### config.mk
export PLATFORM = sky130hd
export DESIGN_NAME = alarm_mode_ctrl_flat
export DESIGN_NICKNAME = d
export VERILOG_FILES = /design/src/rtl/alarm_mode_ctrl_if.sv /design/src/rtl/alarm_mode_ctrl.sv /design/src/flat_wrapper.sv
export SDC_FILE = /design/constraint.sdc
export NUM_CORES = 1
export LEC_CHECK = 0
export BUFFER_PORTS_ARGS = -buffer_cell sky130_fd_sc_hd__buf_2
export CAP_MARGIN = 20
export CORE_AREA = 2 2 73 75
export CTS_BUF_LIST = sky130_fd_sc_hd__clkbuf_2
export DETAILED_ROUTE_END_ITERATION = 8
export DIE_AREA = 0 0 75 77
export PLACE_DENSITY = 0.76
export SYNTH_ARGS = -nofsm -noshare
export SYNTH_HDL_FRONTEND = slang
export SYNTH_SLANG_ARGS = --single-unit
### constraint.sdc
create_clock -name clkBTN -period 6.8 [get_ports clkBTN]
set_clock_uncertainty 0.2 [all_clocks]
set_input_delay 1.02 -clock clkBTN [delete_from_list [all_inputs] [get_ports clkBTN]]
set_output_delay 1.02 -clock clkBTN [all_outputs]
set_load 0.005 [all_outputs]
### src/rtl/alarm_mode_ctrl_if.sv
// Button, tick and match inputs plus mode/indicator outputs of the alarm
// mode controller, bundled between the button front end and the datapath.
interface alarm_mode_ctrl_if;
   logic       C;
   logic       L;
   logic       R;
   logic       U;
   logic       D;
   logic       tick1Hz;
   logic       match;
   logic       run_en;
   logic [1:0] adj_sel;
   logic       adj_up;
   logic       adj_dn;
   logic       show_alarm;
   logic       LD0;
   logic       LD12;
   logic       LD13;
   logic       LD14;
   logic       LD15;
   logic       buzzer;
   logic       dp1;

   modport master (
      output C, L, R, U, D, tick1Hz, match,
      input  run_en, adj_sel, adj_up, adj_dn, show_alarm,
      input  LD0, LD12, LD13, LD14, LD15, buzzer, dp1
   );

   modport slave (
      input  C, L, R, U, D, tick1Hz, match,
      output run_en, adj_sel, adj_up, adj_dn, show_alarm,
      output LD0, LD12, LD13, LD14, LD15, buzzer, dp1
   );
endinterface

### src/rtl/alarm_mode_ctrl.sv
// Alarm clock mode sequencer, adjust strobe generator and ring scheduler.
// Optional snooze state is enabled with `define ALARM_SNOOZE_EN.
module alarm_mode_ctrl #(
   parameter int HOLD_CYC   = 100,
   parameter int RPT_CYC    = 20,
   parameter int RING_SEC   = 60,
   parameter int SNOOZE_SEC = 300
) (
   input logic clkBTN,
   input logic rst,
   alarm_mode_ctrl_if.slave bus
);

   typedef enum logic [2:0] {
      S_CLK  = 3'd0,
      S_TH   = 3'd1,
      S_TM   = 3'd2,
      S_AH   = 3'd3,
      S_AM   = 3'd4,
      S_RING = 3'd5
`ifdef ALARM_SNOOZE_EN
      , S_SNOOZE = 3'd6
`endif
   } state_t;

   localparam logic [15:0] HOLD     = 16'(HOLD_CYC);
   localparam logic [15:0] RPT_BASE = 16'(HOLD_CYC - RPT_CYC);
   localparam logic [7:0]  RING_MAX = 8'(RING_SEC);
   // Auto-repeat stays off for parameter sets where it makes no sense.
   localparam bit CFG_OK = (HOLD_CYC > RPT_CYC) && (RPT_CYC > 0)
                        && (RING_SEC > 0) && (SNOOZE_SEC > 0);

   logic        c_q, l_q, r_q, u_q, d_q, m_q;
   logic        pc, pl, pr, pu, pd;
   state_t      state, nxt;
   logic [15:0] hold_cnt, hold_nxt;
   logic [7:0]  ring_cnt;
   logic        blink, blink_n;
   logic        up_n, dn_n, fire;
   logic        rise, edit, edit_n, any_p;
   logic        ring_in, ring_n, snz_n;

`ifdef ALARM_SNOOZE_EN
   localparam logic [8:0] SNZ_MAX = 9'(SNOOZE_SEC);
   logic [8:0] snz_cnt;
`endif

   always_comb begin
      rise  = bus.match & ~m_q;
      any_p = pc | pl | pr | pu | pd;
      edit  = state inside {S_TH, S_TM, S_AH, S_AM};
      nxt   = state;
      case (state)
         S_CLK:
            if (pc)        nxt = S_TH;
            else if (rise) nxt = S_RING;
         S_TH:
            if (pc)        nxt = S_CLK;
            else if (pr)   nxt = S_TM;
            else if (pl)   nxt = S_AM;
         S_TM:
            if (pc)        nxt = S_CLK;
            else if (pr)   nxt = S_AH;
            else if (pl)   nxt = S_TH;
         S_AH:
            if (pc)        nxt = S_CLK;
            else if (pr)   nxt = S_AM;
            else if (pl)   nxt = S_TM;
         S_AM:
            if (pc)        nxt = S_CLK;
            else if (pr)   nxt = S_TH;
            else if (pl)   nxt = S_AH;
`ifdef ALARM_SNOOZE_EN
         S_RING:
            if (pc | pl | pr | pd)     nxt = S_CLK;
            else if (pu)               nxt = S_SNOOZE;
            else if (ring_cnt >= RING_MAX) nxt = S_CLK;
         S_SNOOZE:
            if (pc | pl | pr | pd)     nxt = S_CLK;
            else if (snz_cnt >= SNZ_MAX) nxt = S_RING;
`else
         S_RING:
            if (any_p || ring_cnt >= RING_MAX) nxt = S_CLK;
`endif
         default: nxt = S_CLK;
      endcase
   end

   // Hold counter reloads after each repeat so it never overflows.
   always_comb begin
      hold_nxt = '0;
      fire     = 1'b0;
      up_n     = 1'b0;
      dn_n     = 1'b0;
      if (edit && nxt == state && (u_q ^ d_q)) begin
         hold_nxt = hold_cnt + 16'd1;
         if (CFG_OK && hold_nxt == HOLD) begin
            hold_nxt = RPT_BASE;
            fire     = 1'b1;
         end
         up_n = (pu & ~d_q) | (fire & u_q);
         dn_n = (pd & ~u_q) | (fire & d_q);
      end
   end

   always_comb begin
      edit_n  = nxt inside {S_TH, S_TM, S_AH, S_AM};
      ring_n  = (nxt == S_RING);
      ring_in = ring_n && (state != S_RING);
`ifdef ALARM_SNOOZE_EN
      snz_n   = (nxt == S_SNOOZE);
`else
      snz_n   = 1'b0;
`endif
      blink_n = 1'b0;
      if (ring_in)     blink_n = 1'b1;
      else if (ring_n) blink_n = bus.tick1Hz ? ~blink : blink;
   end

   always_ff @(posedge clkBTN or posedge rst) begin
      if (rst) begin
         c_q            <= 1'b0;
         l_q            <= 1'b0;
         r_q            <= 1'b0;
         u_q            <= 1'b0;
         d_q            <= 1'b0;
         m_q            <= 1'b0;
         pc             <= 1'b0;
         pl             <= 1'b0;
         pr             <= 1'b0;
         pu             <= 1'b0;
         pd             <= 1'b0;
         state          <= S_CLK;
         hold_cnt       <= '0;
         ring_cnt       <= '0;
         blink          <= 1'b0;
`ifdef ALARM_SNOOZE_EN
         snz_cnt        <= '0;
`endif
         bus.run_en     <= 1'b1;
         bus.dp1        <= 1'b1;
         bus.adj_sel    <= 2'd0;
         bus.adj_up     <= 1'b0;
         bus.adj_dn     <= 1'b0;
         bus.show_alarm <= 1'b0;
         bus.LD0        <= 1'b0;
         bus.LD12       <= 1'b0;
         bus.LD13       <= 1'b0;
         bus.LD14       <= 1'b0;
         bus.LD15       <= 1'b0;
         bus.buzzer     <= 1'b0;
      end else begin
         c_q <= bus.C;
         l_q <= bus.L;
         r_q <= bus.R;
         u_q <= bus.U;
         d_q <= bus.D;
         m_q <= bus.match;
         pc  <= bus.C & ~c_q;
         pl  <= bus.L & ~l_q;
         pr  <= bus.R & ~r_q;
         pu  <= bus.U & ~u_q;
         pd  <= bus.D & ~d_q;

         state    <= nxt;
         hold_cnt <= hold_nxt;
         blink    <= blink_n;

         if (ring_in)
            ring_cnt <= '0;
         else if (state == S_RING && bus.tick1Hz && ring_cnt != 8'hFF)
            ring_cnt <= ring_cnt + 8'd1;

`ifdef ALARM_SNOOZE_EN
         if (snz_n && state != S_SNOOZE)
            snz_cnt <= '0;
         else if (state == S_SNOOZE && bus.tick1Hz && snz_cnt != 9'h1FF)
            snz_cnt <= snz_cnt + 9'd1;
`endif

         bus.run_en     <= ~edit_n;
         bus.dp1        <= ~edit_n;
         bus.adj_up     <= up_n;
         bus.adj_dn     <= dn_n;
         bus.show_alarm <= (nxt == S_AH) || (nxt == S_AM);
         bus.LD0        <= edit_n | (ring_n & blink_n) | snz_n;
         bus.LD12       <= (nxt == S_TH);
         bus.LD13       <= (nxt == S_TM);
         bus.LD14       <= (nxt == S_AH);
         bus.LD15       <= (nxt == S_AM);
         bus.buzzer     <= ring_n & blink_n;
         case (nxt)
            S_TM:    bus.adj_sel <= 2'd1;
            S_AH:    bus.adj_sel <= 2'd2;
            S_AM:    bus.adj_sel <= 2'd3;
            default: bus.adj_sel <= 2'd0;
         endcase
      end
   end

endmodule

### src/flat_wrapper.sv
// flat-port wrapper written by rule: the top's interface ports become plain ports
module alarm_mode_ctrl_flat 
#(
   parameter int HOLD_CYC   = 100,
   parameter int RPT_CYC    = 20,
   parameter int RING_SEC   = 60,
   parameter int SNOOZE_SEC = 300
)
  (clkBTN, rst, bus_C, bus_L, bus_R, bus_U, bus_D, bus_tick1Hz, bus_match, bus_run_en, bus_adj_sel, bus_adj_up, bus_adj_dn, bus_show_alarm, bus_LD0, bus_LD12, bus_LD13, bus_LD14, bus_LD15, bus_buzzer, bus_dp1);
  alarm_mode_ctrl_if bus_i ();
  input logic clkBTN;
  input logic rst;
  input wire logic [$bits(bus_i.C)-1:0] bus_C;
  input wire logic [$bits(bus_i.L)-1:0] bus_L;
  input wire logic [$bits(bus_i.R)-1:0] bus_R;
  input wire logic [$bits(bus_i.U)-1:0] bus_U;
  input wire logic [$bits(bus_i.D)-1:0] bus_D;
  input wire logic [$bits(bus_i.tick1Hz)-1:0] bus_tick1Hz;
  input wire logic [$bits(bus_i.match)-1:0] bus_match;
  output wire logic [$bits(bus_i.run_en)-1:0] bus_run_en;
  output wire logic [$bits(bus_i.adj_sel)-1:0] bus_adj_sel;
  output wire logic [$bits(bus_i.adj_up)-1:0] bus_adj_up;
  output wire logic [$bits(bus_i.adj_dn)-1:0] bus_adj_dn;
  output wire logic [$bits(bus_i.show_alarm)-1:0] bus_show_alarm;
  output wire logic [$bits(bus_i.LD0)-1:0] bus_LD0;
  output wire logic [$bits(bus_i.LD12)-1:0] bus_LD12;
  output wire logic [$bits(bus_i.LD13)-1:0] bus_LD13;
  output wire logic [$bits(bus_i.LD14)-1:0] bus_LD14;
  output wire logic [$bits(bus_i.LD15)-1:0] bus_LD15;
  output wire logic [$bits(bus_i.buzzer)-1:0] bus_buzzer;
  output wire logic [$bits(bus_i.dp1)-1:0] bus_dp1;
  assign bus_i.C = bus_C;
  assign bus_i.L = bus_L;
  assign bus_i.R = bus_R;
  assign bus_i.U = bus_U;
  assign bus_i.D = bus_D;
  assign bus_i.tick1Hz = bus_tick1Hz;
  assign bus_i.match = bus_match;
  assign bus_run_en = bus_i.run_en;
  assign bus_adj_sel = bus_i.adj_sel;
  assign bus_adj_up = bus_i.adj_up;
  assign bus_adj_dn = bus_i.adj_dn;
  assign bus_show_alarm = bus_i.show_alarm;
  assign bus_LD0 = bus_i.LD0;
  assign bus_LD12 = bus_i.LD12;
  assign bus_LD13 = bus_i.LD13;
  assign bus_LD14 = bus_i.LD14;
  assign bus_LD15 = bus_i.LD15;
  assign bus_buzzer = bus_i.buzzer;
  assign bus_dp1 = bus_i.dp1;
  alarm_mode_ctrl #(.HOLD_CYC(HOLD_CYC), .RPT_CYC(RPT_CYC), .RING_SEC(RING_SEC), .SNOOZE_SEC(SNOOZE_SEC)) u_core (.clkBTN(clkBTN), .rst(rst), .bus(bus_i));
endmodule
# Yosys cells after proc, flatten, opt, wreduce, memory -nomap -nowiden
# Index checks and enable logic that the tools add are counted.
# Widths: inputs -> output; s select.
classes:
  reduce_logical: 11
  n_eq_ne: 14
  div: 0
  addsub: 2
  mux: 28
  order_cmp: 1
  n_bitwise: 27
  multipliers: 0
  shift: 0
ops:
  columns: ["operator", "n"]
  rows:
  - ["$mux 3", 15]
  - ["$mux 16", 2]
  - ["$pmux 3 s6", 1]
  - ["$add 16x1->16 const B", 1]
  - ["$eq 16x7->1 const B", 1]
  - ["$mux 8", 2]
  - ["$eq 3x2->1 const B", 4]
  - ["$eq 3x3->1 const B", 4]
  - ["$and 1x1->1", 11]
  - ["$add 8x1->8 const B", 1]
  - ["$ge 8x6->1 const B", 1]
  - ["$ne 8x8->1 const B", 1]
  - ["$not 1->1", 8]
  - ["$reduce_bool 4->1", 2]
  - ["$mux 1", 7]
  - ["$or 1x1->1", 7]
  - ["$eq 3x1->1 const B", 2]
  - ["$pmux 2 s3", 1]
  - ["$logic_and 1x1->1", 5]
  - ["$eq 3x3->1", 1]
  - ["$logic_not 3->1", 1]
  - ["$ne 3x3->1 const B", 1]
  - ["$logic_or 1x1->1", 2]
  - ["$reduce_bool 2->1", 1]
  - ["$xor 1x1->1", 1]
word_totals:
  elab_cells: 109
  memories: 0
  latch_bits: 0
  mem_bits_ro: 0
  ramBits: 0
  out_inout_bits: 13
  reg_bits: 51

# Depth between registers and ports, before layout
# Gate-level depths: netlist of the first run.
depth:
  word_depth: 14
  ltp_mapped: 8
  depth_no_buf: 7

# Least setup slack after synthesis of the first run
# No wires, ideal clock.
synth_timing:
  kind: "input -> register"
  start: "in bus_match"
  end: "reg u_core.hold_cnt[5]"
  arrival_time_ns: 2.350
  path_stages: 7
  setup_slack_ns: 4.181
  required_time_ns: 6.531
  n_path_buf: 1
  cell_sequence: "nor2b_1 -> o21ai_0 -> a21oi_1 -> or4b_1 -> buf_2 -> a31o_4 -> nor2_2"
synth_via:
  elab_chain_len: 8
synth_lines:
  columns: ["element", "line_no", "source"]
  rows:
  - ["start, declared", "flat_wrapper.sv:19", "input wire logic [$bits(bus_i.match)-1:0] bus_match;"]
  - ["$and 1x1->1", "alarm_mode_ctrl.sv:49", "rise = bus.match & ~m_q;"]
  - ["$mux 3", "alarm_mode_ctrl.sv:56", "else if (rise) nxt = S_RING;"]
  - ["$mux 3", "alarm_mode_ctrl.sv:55", "if (pc) nxt = S_TH;"]
  - ["$pmux 3 s6", "alarm_mode_ctrl.sv:53", "case (state)"]
  - ["$eq 3x3->1", "alarm_mode_ctrl.sv:95", "if (edit && nxt == state && (u_q ^ d_q)) begin"]
  - ["$logic_and 1x1->1 (2 in series)", "alarm_mode_ctrl.sv:95", null]
  - ["$mux 16", "alarm_mode_ctrl.sv:95", null]
  - ["via u_core.hold_nxt[5]", "alarm_mode_ctrl.sv:36", "logic [15:0] hold_cnt, hold_nxt;"]
  - ["end signal, assigned", "alarm_mode_ctrl.sv:166", "hold_cnt <= hold_nxt;"]
  - ["end, declared", "alarm_mode_ctrl.sv:36", null]
# The timed path passes the listed nets, and every way through them passes these cells.
# A chain may end at the register's enable or synchronous reset.

# Worst setup path in the final report of the first run
layout_timing:
  start: "reg u_core.pr"
  end: "reg u_core.hold_cnt[5]"
layout_via:
  elab_chain_len: 10
  word_cells_on_any_way: 18
  cone_classes: "eq/ne (1); mux (11); bitwise (3); reduce/logical (3)"
layout_lines:
  columns: ["element", "line_no", "source"]
  rows:
  - ["start, declared", "alarm_mode_ctrl.sv:34", "logic pc, pl, pr, pu, pd;"]
  - ["start signal, assigned", "alarm_mode_ctrl.sv:161", "pr <= bus.R & ~r_q;"]
  - ["$or 1x1->1 (3 in series)", "alarm_mode_ctrl.sv:50", "any_p = pc | pl | pr | pu | pd;"]
  - ["$logic_or 1x1->1", "alarm_mode_ctrl.sv:83", "if (any_p || ring_cnt >= RING_MAX) nxt = S_CLK;"]
  - ["$mux 3", "alarm_mode_ctrl.sv:83", null]
  - ["$pmux 3 s6 (*)", "alarm_mode_ctrl.sv:53", null]
  - ["$eq 3x3->1 (*)", "alarm_mode_ctrl.sv:95", null]
  - ["$logic_and 1x1->1 (*) (2 in series)", "alarm_mode_ctrl.sv:95", null]
  - ["$mux 16 (*)", "alarm_mode_ctrl.sv:95", null]
  - ["via u_core.hold_nxt[5]", "alarm_mode_ctrl.sv:36", null]
# The timed path passes the listed nets; every way through them passes the cells marked *.

==> flow_summary.toml, run 1 <==
[sta]
fin_crit_ns = 2.72
rsz0062_at_grt = "false"
setup_viol = 0
slew_headroom_pct = 57.8
slew_viol_final = 0
tns_ns = 0
worst_slew_pin_slew_ns = 0.625
max_freq_mhz = 367
layout_worst_path_cycle_share_pct = 40.0
hold_viol = 0

[synth]
synth_compound_area_share_pct = 9.49
yosysSeqAreaShare_pct = 51.9
synth_common_cells = "49 x dfrtp_1, 26 x nor2_1, 13 x inv_1"
yosys-mux-area-fraction_pct = 0
avgSynthCellArea_um2 = 10.2
ys.warnings.count = 0
synth_top_area_cell = "dfrtp_1"
postSynthCellCount = 237
synthAdderAreaFrac_pct = 1.56
synthFlopType = "dfrtp_1"
yosys.area_share.simple_pct = 24.4
yosysMostFrequentCell = "dfrtp_1"
synth_top_area_share_pct = 50.8
synth_async_sr_flop_share_pct = 100
ys_ff_latch = 50
syn-num-nets = 249
yosys.area_share.xor_xnor_pct = 7.62
yosys.cell_types.count = 46
synthTopCellsByArea = "dfrtp_1 51%, xnor2_1 4.4%, nor2_1 4.0%"
synth_top_family_by_area = "simple AND/OR/NAND/NOR gates"
synth_edf_count = 0
syn_area_um2 = 2410

[critical_path]
crit_buf_inv = 0
critPathLaunchType = "register"
critPathKind = "register to register"
cpMaxStageDelayCell = "or4b_1"
path_cells = "nor4_1 > nand4b_1 > nand2_1 > or4b_1 > a31o_4 > nor2_2"
cp_top_family = "simple AND/OR/NAND/NOR gates"
critPathMaxStageDelay_ns = 0.72
cp_data_arrival_time_ns = 2.92
worstPathMaxFanout = 17
endpoint_kind = "register"
required_ns = 7.00

[placed_design]
gp_congestion = 0.844
port_buffers = 21
dpl.hpwl_um = 2950

[clock_tree]
hold_buffers = 0
cts_tree = "built"
numCtsBuffers = 5
clock-root-buffer = "clkbuf_2"
worstSkewPairLatency_ns = 0.45
cts_setup_buffers = 0
cts.clk_slew.worst_paths_ns = 0.23
htree_num_levels = 2
clock_sinks = 50
clockBufferDepth = 2
cts_resized = 0

[cells_and_area]
final_nets = 265
area_delta_synth_final_pct = 8.61
fillCellCount = 455
drive_gt1_share_pct = 16.1
insertedDiodeCount = 0
fin_util_pct = 52.6

[floorplan]
io_pins = 22
core_area_um2 = 4980
dieWidth_um = 75
rows = 26
die_h_um = 77
die_area_um2 = 5780
start_util_pct = 48.5

[global_route]
grt_use_total_pct = 16.9
grt_pass1_vias = 1615
grt_overflow = 0
antenna_found_initial = 0
grt_pass1_wl_um = 7560
grt_max_degree = 51

[min_path]
min_path_type = "register to register"

[routing]
first_pass_iters = 4
antenna_left = 0
num_vias = 1716
drc = 0
vias_per_cell = 5.30
wl_um = 4200
drt_iter0_markers = 120
post_drt_wl_per_cell_um = 13.0

[power]
peakVddDrop_mv = 0.217
p_leak_nw = 1.17
powerDensity_nw_per_um2 = 284

[status]
status = "finished, final reports clean"

[job]
cap_violations = 0
per-layer routing:
metal / part of all wire (%) / vias to the layer above / GRT usage, % / wire [um]
li1: - / 848 / - / -
met1: 48 / 817 / 24.0 / 2010
met2: 47 / 43 / 24.3 / 1960
met3: 3.5 / 8 / 4.07 / 147
met4: 2.0 / 0 / 7.50 / 86
met5: 0 / - / 0 / 0
state kept, by name, summed over array words and instances, names as in the netlist, 2 cells and up:
| name | flops |
|---|---|
| u_core.state | 3 |
| u_core.bus.adj_sel | 2 |
| u_core.hold_cnt | 16 |
| u_core.ring_cnt | 8 |
worst register-to-register path, delay by kind of cell, from the launching register on:
family | cells | cell delay [ns]
AOI/OAI and AO/OA | 1 | 0.35
DFF | 1 | 0.53
and+or+nand+nor | 5 | 1.59
power by group:
group	total (mW)	leakage (nW)	switching, mW	internal (mW)
Sequential	0.387	0.661	0.0440	0.343
Combinational	0.199	0.465	0.109	0.0901
Clock	0.157	0.0392	0.0938	0.0634
Total	0.743	1.17	0.247	0.496
final cells by class:
type / instances / area [um^2] / share of cell area (%)
sequential: 50 / 1250 / 47.8
multi-input combinational: 161 / 1040 / 39.6
timing repair buffer: 22 / 125 / 4.78
tap: 70 / 87.6 / 3.34
inverter: 13 / 48.8 / 1.86
clock inverter: 2 / 37.5 / 1.43
clock buffer: 6 / 30.0 / 1.15
metrics by stage:
stage	hold WS (ns)	cells	power (mW)	setup WS (ns)	area, um^2
floorplan	0.178	237	0.551	4.18	2410
global placement	0.181	315	0.585	3.73	2530
detailed placement	0.192	315	0.593	3.69	2530
CTS	0.225	323	0.750	3.99	2600
global route	0.233	324	0.796	3.79	2620
finish	0.215	324	0.743	4.08	2620
final timing paths:
kind / startpoint / end / slack [ns] / cells after the start
setup / recovery: u_core.pr / u_core.hold_cnt[5] / 4.08 / 6
setup reg to reg: u_core.pr / u_core.hold_cnt[5] / 4.08 / 6
min in group asynchronous: rst / u_core.ring_cnt[3] / 0.26 / 2
hold / removal: u_core.c_q / u_core.pc / 0.22 / 1
max in group asynchronous: rst / u_core.bus.run_en / 5.57 / 3
hold reg to reg: u_core.c_q / u_core.pc / 0.22 / 1
placed cells by master, fill, tap and decap left out, drive strengths merged, types with 9 or more instances in the layout:
cell type and count:
dfrtp 49, nor2 30, buf 22, inv 13
xnor2 12, a21oi 12, nand2 10, nand3 10
nor2b 9, xor2 9
cells by family (layout without fill, tap and decap cells):
group | after synthesis | count (layout)
AO/OA/AOI/OAI | 33 | 33
adder cells (fa/ha/maj) | 3 | 3
AND/OR/NAND/NOR | 104 | 104
XOR/XNOR | 21 | 21
buffers and inverters | 26 | 43
flip-flops | 50 | 50
Note: power is estimated with default switching activity, not from simulation.
==> inputs of run 2 (changes only) <==
==> constraint.sdc (replaced) <==
create_clock -name clkBTN -period 2.7 [get_ports clkBTN]
set_clock_uncertainty 0.2 [all_clocks]
set_input_delay 0.405 -clock clkBTN [delete_from_list [all_inputs] [get_ports clkBTN]]
set_output_delay 0.405 -clock clkBTN [all_outputs]
set_load 0.005 [all_outputs]
==> run 2 against run 1 <==
  * Clock-buffer cell count unchanged
  * Core utilization up 0.91 points
  * Fmax up 13%
  * Global-route usage up 0.25 points
  * Setup slack worse by 3.8 ns
  * Cell area up 1.7%
  * Power up 140%
  * Hold slack worse by 0.12 ns
  * Register-to-register slack worse by 3.8 ns
  * Via count up 1.9%
  * Critical endpoint unchanged
  * Largest cell class unchanged
  * Highest routed layer unchanged
==> flow_summary.toml, run 2 (synthesized netlist as in run 1, its figures left out) <==
[clock_tree]
worstSkewPairLatency_ns = 0.45
cts.clk_slew.worst_paths_ns = 0.27
htree_num_levels = 2
clock_sinks = 50
cts_resized = 0
numCtsBuffers = 5
cts_tree = "built"
clock-root-buffer = "clkbuf_2"
clockBufferDepth = 2

[placed_design]
port_buffers = 21
dpl.hpwl_um = 2940
gp_congestion = 0.778

[critical_path]
critPathMaxStageDelay_ns = 0.56
critPathLaunchType = "register"
worstRegToRegCells = 6
worstPathMaxFanout = 8
cpMaxStageDelayCell = "dfrtp_1"
endpoint_kind = "register"
path_cells = "nor4_1 > nand4b_1 > nand2_1 > or4b_1 > a31o_4 > nor2_2"
required_ns = 2.88
cp_data_arrival_time_ns = 2.60
critPathKind = "register to register"

[cells_and_area]
final_common_cell = "dfrtp_1"
fillCellCount = 426
drive_gt1_share_pct = 16.0
largest_register_ffs = 16
area_delta_synth_final_pct = 10.5
final_nets = 273
top_register = "u_core.hold_cnt"
insertedDiodeCount = 0
top_regs = "u_core.hold_cnt: 16 flops, u_core.ring_cnt: 8 flops, u_core.state: 3 flops"
mostFrequentLayoutCells = "49 x dfrtp_1, 26 x nor2_1, 21 x buf_2"

[routing]
wl_um = 4320
num_vias = 1749
drc = 0
first_pass_iters = 4
drt_iter0_markers = 129
post_drt_wl_per_cell_um = 13.0
vias_per_cell = 5.27
antenna_left = 0

[power]
powerDensity_nw_per_um2 = 679
peakVddDrop_mv = 0.542
p_total_mw = 1.81
p_leak_nw = 1.19

[sta]
rsz0062_at_grt = "false"
tns_ns = 0
worst_slew_pin_slew_ns = 0.710
max_freq_mhz = 414
hold_viol = 0
slew_viol_final = 0
layout_worst_path_cycle_share_pct = 89.4
fin_crit_ns = 2.41
slew_headroom_pct = 52.1
setup_viol = 0

[floorplan]
die_area_um2 = 5780
rows = 26
core_area_um2 = 4980
dieWidth_um = 75
die_h_um = 77
start_util_pct = 48.5
io_pins = 22

[min_path]
holdPathStages = 3
min_path_type = "primary input to register"

[job]
cap_violations = 0

[global_route]
antenna_found_initial = 0
grt_pass1_vias = 1638
grt_use_total_pct = 17.1
grt_overflow = 0
grt_pass1_wl_um = 7600
grt_max_degree = 46

[status]
status = "finished, final reports clean"
-- run 2: power by group --
| part | switching (mW) | internal [mW] | total, mW |
|---|---|---|---|
| Clock | 0.247 | 0.0735 | 0.320 |
| Combinational | 0.279 | 0.237 | 0.515 |
| Sequential | 0.111 | 0.864 | 0.975 |
-- run 2: metrics by stage --
| stage | hold slack, ns | util [%] | std cells | setup WS, ns | cell area, um^2 |
|---|---|---|---|---|---|
| 2_1_floorplan | 0.178 | - | 237 | 0.504 | 2410 |
| 3_3_place_gp | 0.0917 | 51.2 | 317 | 0.345 | 2550 |
| 3_5_place_dp | 0.0922 | 51.2 | 317 | 0.356 | 2550 |
| 4_1_cts | 0.0691 | 53.5 | 332 | 0.270 | 2670 |
| 5_1_grt | 0.0564 | 53.5 | 332 | 0.0369 | 2670 |
| 6_report | 0.0980 | 53.5 | 332 | 0.285 | 2670 |
-- run 2: final cells by class --
type                       count  area (um^2)  share of cell area (%)
clock buffer                   6         30.0                    1.13
sequential                    50         1250                    47.0
clock inverter                 2         17.5                   0.657
timing repair buffer          30          190                    7.14
inverter                      13         48.8                    1.83
multi-input combinational    161         1040                    39.0
tap                           70         87.6                    3.29
-- run 2: path summary, 6_finish.rpt --
kind / start / end / slack (ns)
max in group asynchronous: rst / u_core.hold_cnt[5] / 1.39
worst max register to register: u_core.pr / u_core.hold_cnt[5] / 0.29
worst min register to register: u_core.r_q / u_core.pr / 0.23
min in group asynchronous: rst / u_core.ring_cnt[4] / 0.16
worst min-delay path: bus_tick1Hz / u_core.bus.buzzer / 0.1
worst max-delay path: u_core.pr / u_core.hold_cnt[5] / 0.29
-- run 2: critical path, delay by kind of cell (launching register included) --
kind	cells	cell delay, ns
and+or+nand+nor	5	1.32
DFF	1	0.56
AOI/OAI and AO/OA	1	0.28
-- run 2: metal layers --
layer | track usage, % | part of all wire (%)
met3 | 4.07 | 2.9
met4 | 6.61 | 1.6
met2 | 24.1 | 46
met1 | 25.4 | 49
met5 | 0 | 0
-- run 2: timing repair --
item / in CTS / in global routing
hold buffers: 7 / 0
setup buffers: 0 / 0
endpoints found under the hold margin: 51 / 0
==> inputs of run 3 (changes only) <==
--- a/config.mk
+++ b/config.mk
@@ -8,10 +8,10 @@
 export BUFFER_PORTS_ARGS = -buffer_cell sky130_fd_sc_hd__buf_2
 export CAP_MARGIN = 20
 export CORE_AREA = 2 2 73 75
-export CTS_BUF_LIST = sky130_fd_sc_hd__clkbuf_2
 export DETAILED_ROUTE_END_ITERATION = 8
 export DIE_AREA = 0 0 75 77
 export PLACE_DENSITY = 0.76
+export RECOVER_POWER = 100
 export SYNTH_ARGS = -nofsm -noshare
 export SYNTH_HDL_FRONTEND = slang
 export SYNTH_SLANG_ARGS = --single-unit
==> run 3 against run 2 <==
  * Cell area fell by 0.85%
  * Critical path depth did not move
  * First-iteration DRC count fell by 19%
  * Sequential power barely moved
  * Clock-buffer cell count did not move
  * Highest routed layer unchanged
  * Power rose by 5.4%
==> flow_summary.toml, run 3 (synthesized netlist as in run 1, its figures left out) <==
[cells_and_area]
largest_register_ffs = 16
top_register = "u_core.hold_cnt"
final_common_cell = "dfrtp_1"
fillCellCount = 441
final_area_um2 = 2640
drive_gt1_share_pct = 11.6
final_nets = 269
area_delta_synth_final_pct = 9.54
top_regs = "u_core.hold_cnt: 16 flops, u_core.ring_cnt: 8 flops, u_core.state: 3 flops"
mostFrequentLayoutCells = "49 x dfrtp_1, 26 x nor2_1, 13 x inv_1"
insertedDiodeCount = 0

[power]
p_sw_share_pct = 33.5
power_frac_comb_pct = 25.9
powerDensity_nw_per_um2 = 723
p_switching_mw = 0.639
internal-power_mw = 1.27
seq_power_share_pct = 51.0
p_leak_nw = 1.15
peakVddDrop_mv = 0.577
power.share.clock_pct = 23.1

[routing]
first_pass_iters = 4
vias_per_cell = 5.21
wl_um = 4220
antenna_left = 0
num_vias = 1709
drt_iter0_markers = 104
post_drt_wl_per_cell_um = 12.9
drc = 0

[global_route]
grt_max_degree = 46
antenna_found_initial = 0
grt_pass1_vias = 1634
grt_overflow = 0
grt_use_total_pct = 17.1
grt_pass1_wl_um = 7590

[critical_path]
critPathLaunchType = "register"
cp_data_arrival_time_ns = 2.44
required_ns = 2.72
worstPathMaxFanout = 12
critPathKind = "register to register"
endpoint_kind = "register"

[floorplan]
io_pins = 22
core_area_um2 = 4980
die_h_um = 77
dieWidth_um = 75
die_area_um2 = 5780
start_util_pct = 48.5
rows = 26

[job]
cap_violations = 0

[clock_tree]
cts.clk_slew.worst_paths_ns = 0.10
htree_num_levels = 2
clock_sinks = 50
clockBufferDepth = 2
clock-root-buffer = "clkbuf_8"
cts_setup_buffers = 0
numCtsBuffers = 5
worstSkewPairLatency_ns = 0.30
cts_tree = "built"

[placed_design]
gp_congestion = 0.778
dp_slack_ns = 0.356
port_buffers = 21
dpl.hpwl_um = 2940
dpl-instance-area_um2 = 2550

[sta]
slew_viol_final = 0
hold_viol = 0
tns_ns = 0
final.setup.worst_slack_ns = 0.288
fin_crit_ns = 2.41
setup_viol = 0
layout_worst_path_cycle_share_pct = 89.3
slew_headroom_pct = 28.1
worst_slew_pin_slew_ns = 1.08
max_freq_mhz = 415
rsz0062_at_grt = "false"

[status]
status = "finished, final reports clean"

[min_path]
min_path_type = "primary input to register"
run 3: path summary, 6_finish.rpt:
kind                            startpoint            endpoint  slack [ns]  depth (start not counted)
hold / removal                       bus_R          u_core.r_q        0.01                          1
setup / recovery           u_core.state[1]  u_core.hold_cnt[4]        0.29                          6
min in group asynchronous              rst  u_core.ring_cnt[4]        0.35                          3
max in group asynchronous              rst   u_core.bus.adj_dn        0.66                          4
hold reg to reg                 u_core.l_q           u_core.pl        0.20                          1
setup reg to reg           u_core.state[1]  u_core.hold_cnt[4]        0.29                          6
run 3: metal layers:
| metal | GRT usage [%] | part of all wire (%) | wire length [um] | vias up |
|---|---|---|---|---|
| met5 | 0 | 0 | 0 | - |
| met4 | 5.89 | 1.3 | 54 | 0 |
| met3 | 3.94 | 2.7 | 115 | 6 |
| met2 | 24.2 | 46 | 1960 | 24 |
| met1 | 25.6 | 50 | 2090 | 828 |
| li1 | - | - | - | 851 |
run 3: what timing repair did:
action                                  4_1_cts  5_1_grt
endpoints found under the setup margin        0        0
gates resized for setup                       0        0
hold endpoints to repair                      7        0
hold buffers                                  3        0
run 3: final cells by class:
| cell class | count | area, um^2 | area share (%) |
|---|---|---|---|
| Sequential cell | 50 | 1250 | 47.4 |
| Tap cell | 70 | 87.6 | 3.31 |
| Clock inverter | 2 | 17.5 | 0.663 |
| Clock buffer | 6 | 72.6 | 2.75 |
| Inverter | 13 | 48.8 | 1.85 |
| Multi-Input combinational cell | 161 | 1030 | 39.0 |
| Timing Repair Buffer | 26 | 134 | 5.07 |
run 3: worst max-delay path, stage by stage (launching register included):
cell	delay [ns]
dfrtp_1	0.53
and3b_1	0.36
nand4b_1	0.19
nand2_1	0.11
or4b_1	0.53
clkbuf_2	0.26
a21oi_1	0.16
run 3: power by group through the flow:
stage | combinational (mW) | sequential, mW | clock, mW
detailed placement | 0.516 | 0.985 | 0
global placement | 0.502 | 0.983 | 0
global route | 0.566 | 0.994 | 0.490
floorplan | 0.448 | 0.939 | 0
finish | 0.494 | 0.975 | 0.441
CTS | 0.519 | 0.973 | 0.456
run 3: stage by stage:
stage	util, %	hold slack (ns)	power [mW]	std cells
2_1_floorplan	-	0.178	1.39	237
3_3_place_gp	51.2	0.0917	1.49	317
3_5_place_dp	51.2	0.0922	1.50	317
4_1_cts	53.6	0.00290	1.95	328
5_1_grt	53.1	0.00897	2.05	328
6_report	53.1	0.0122	1.91	328
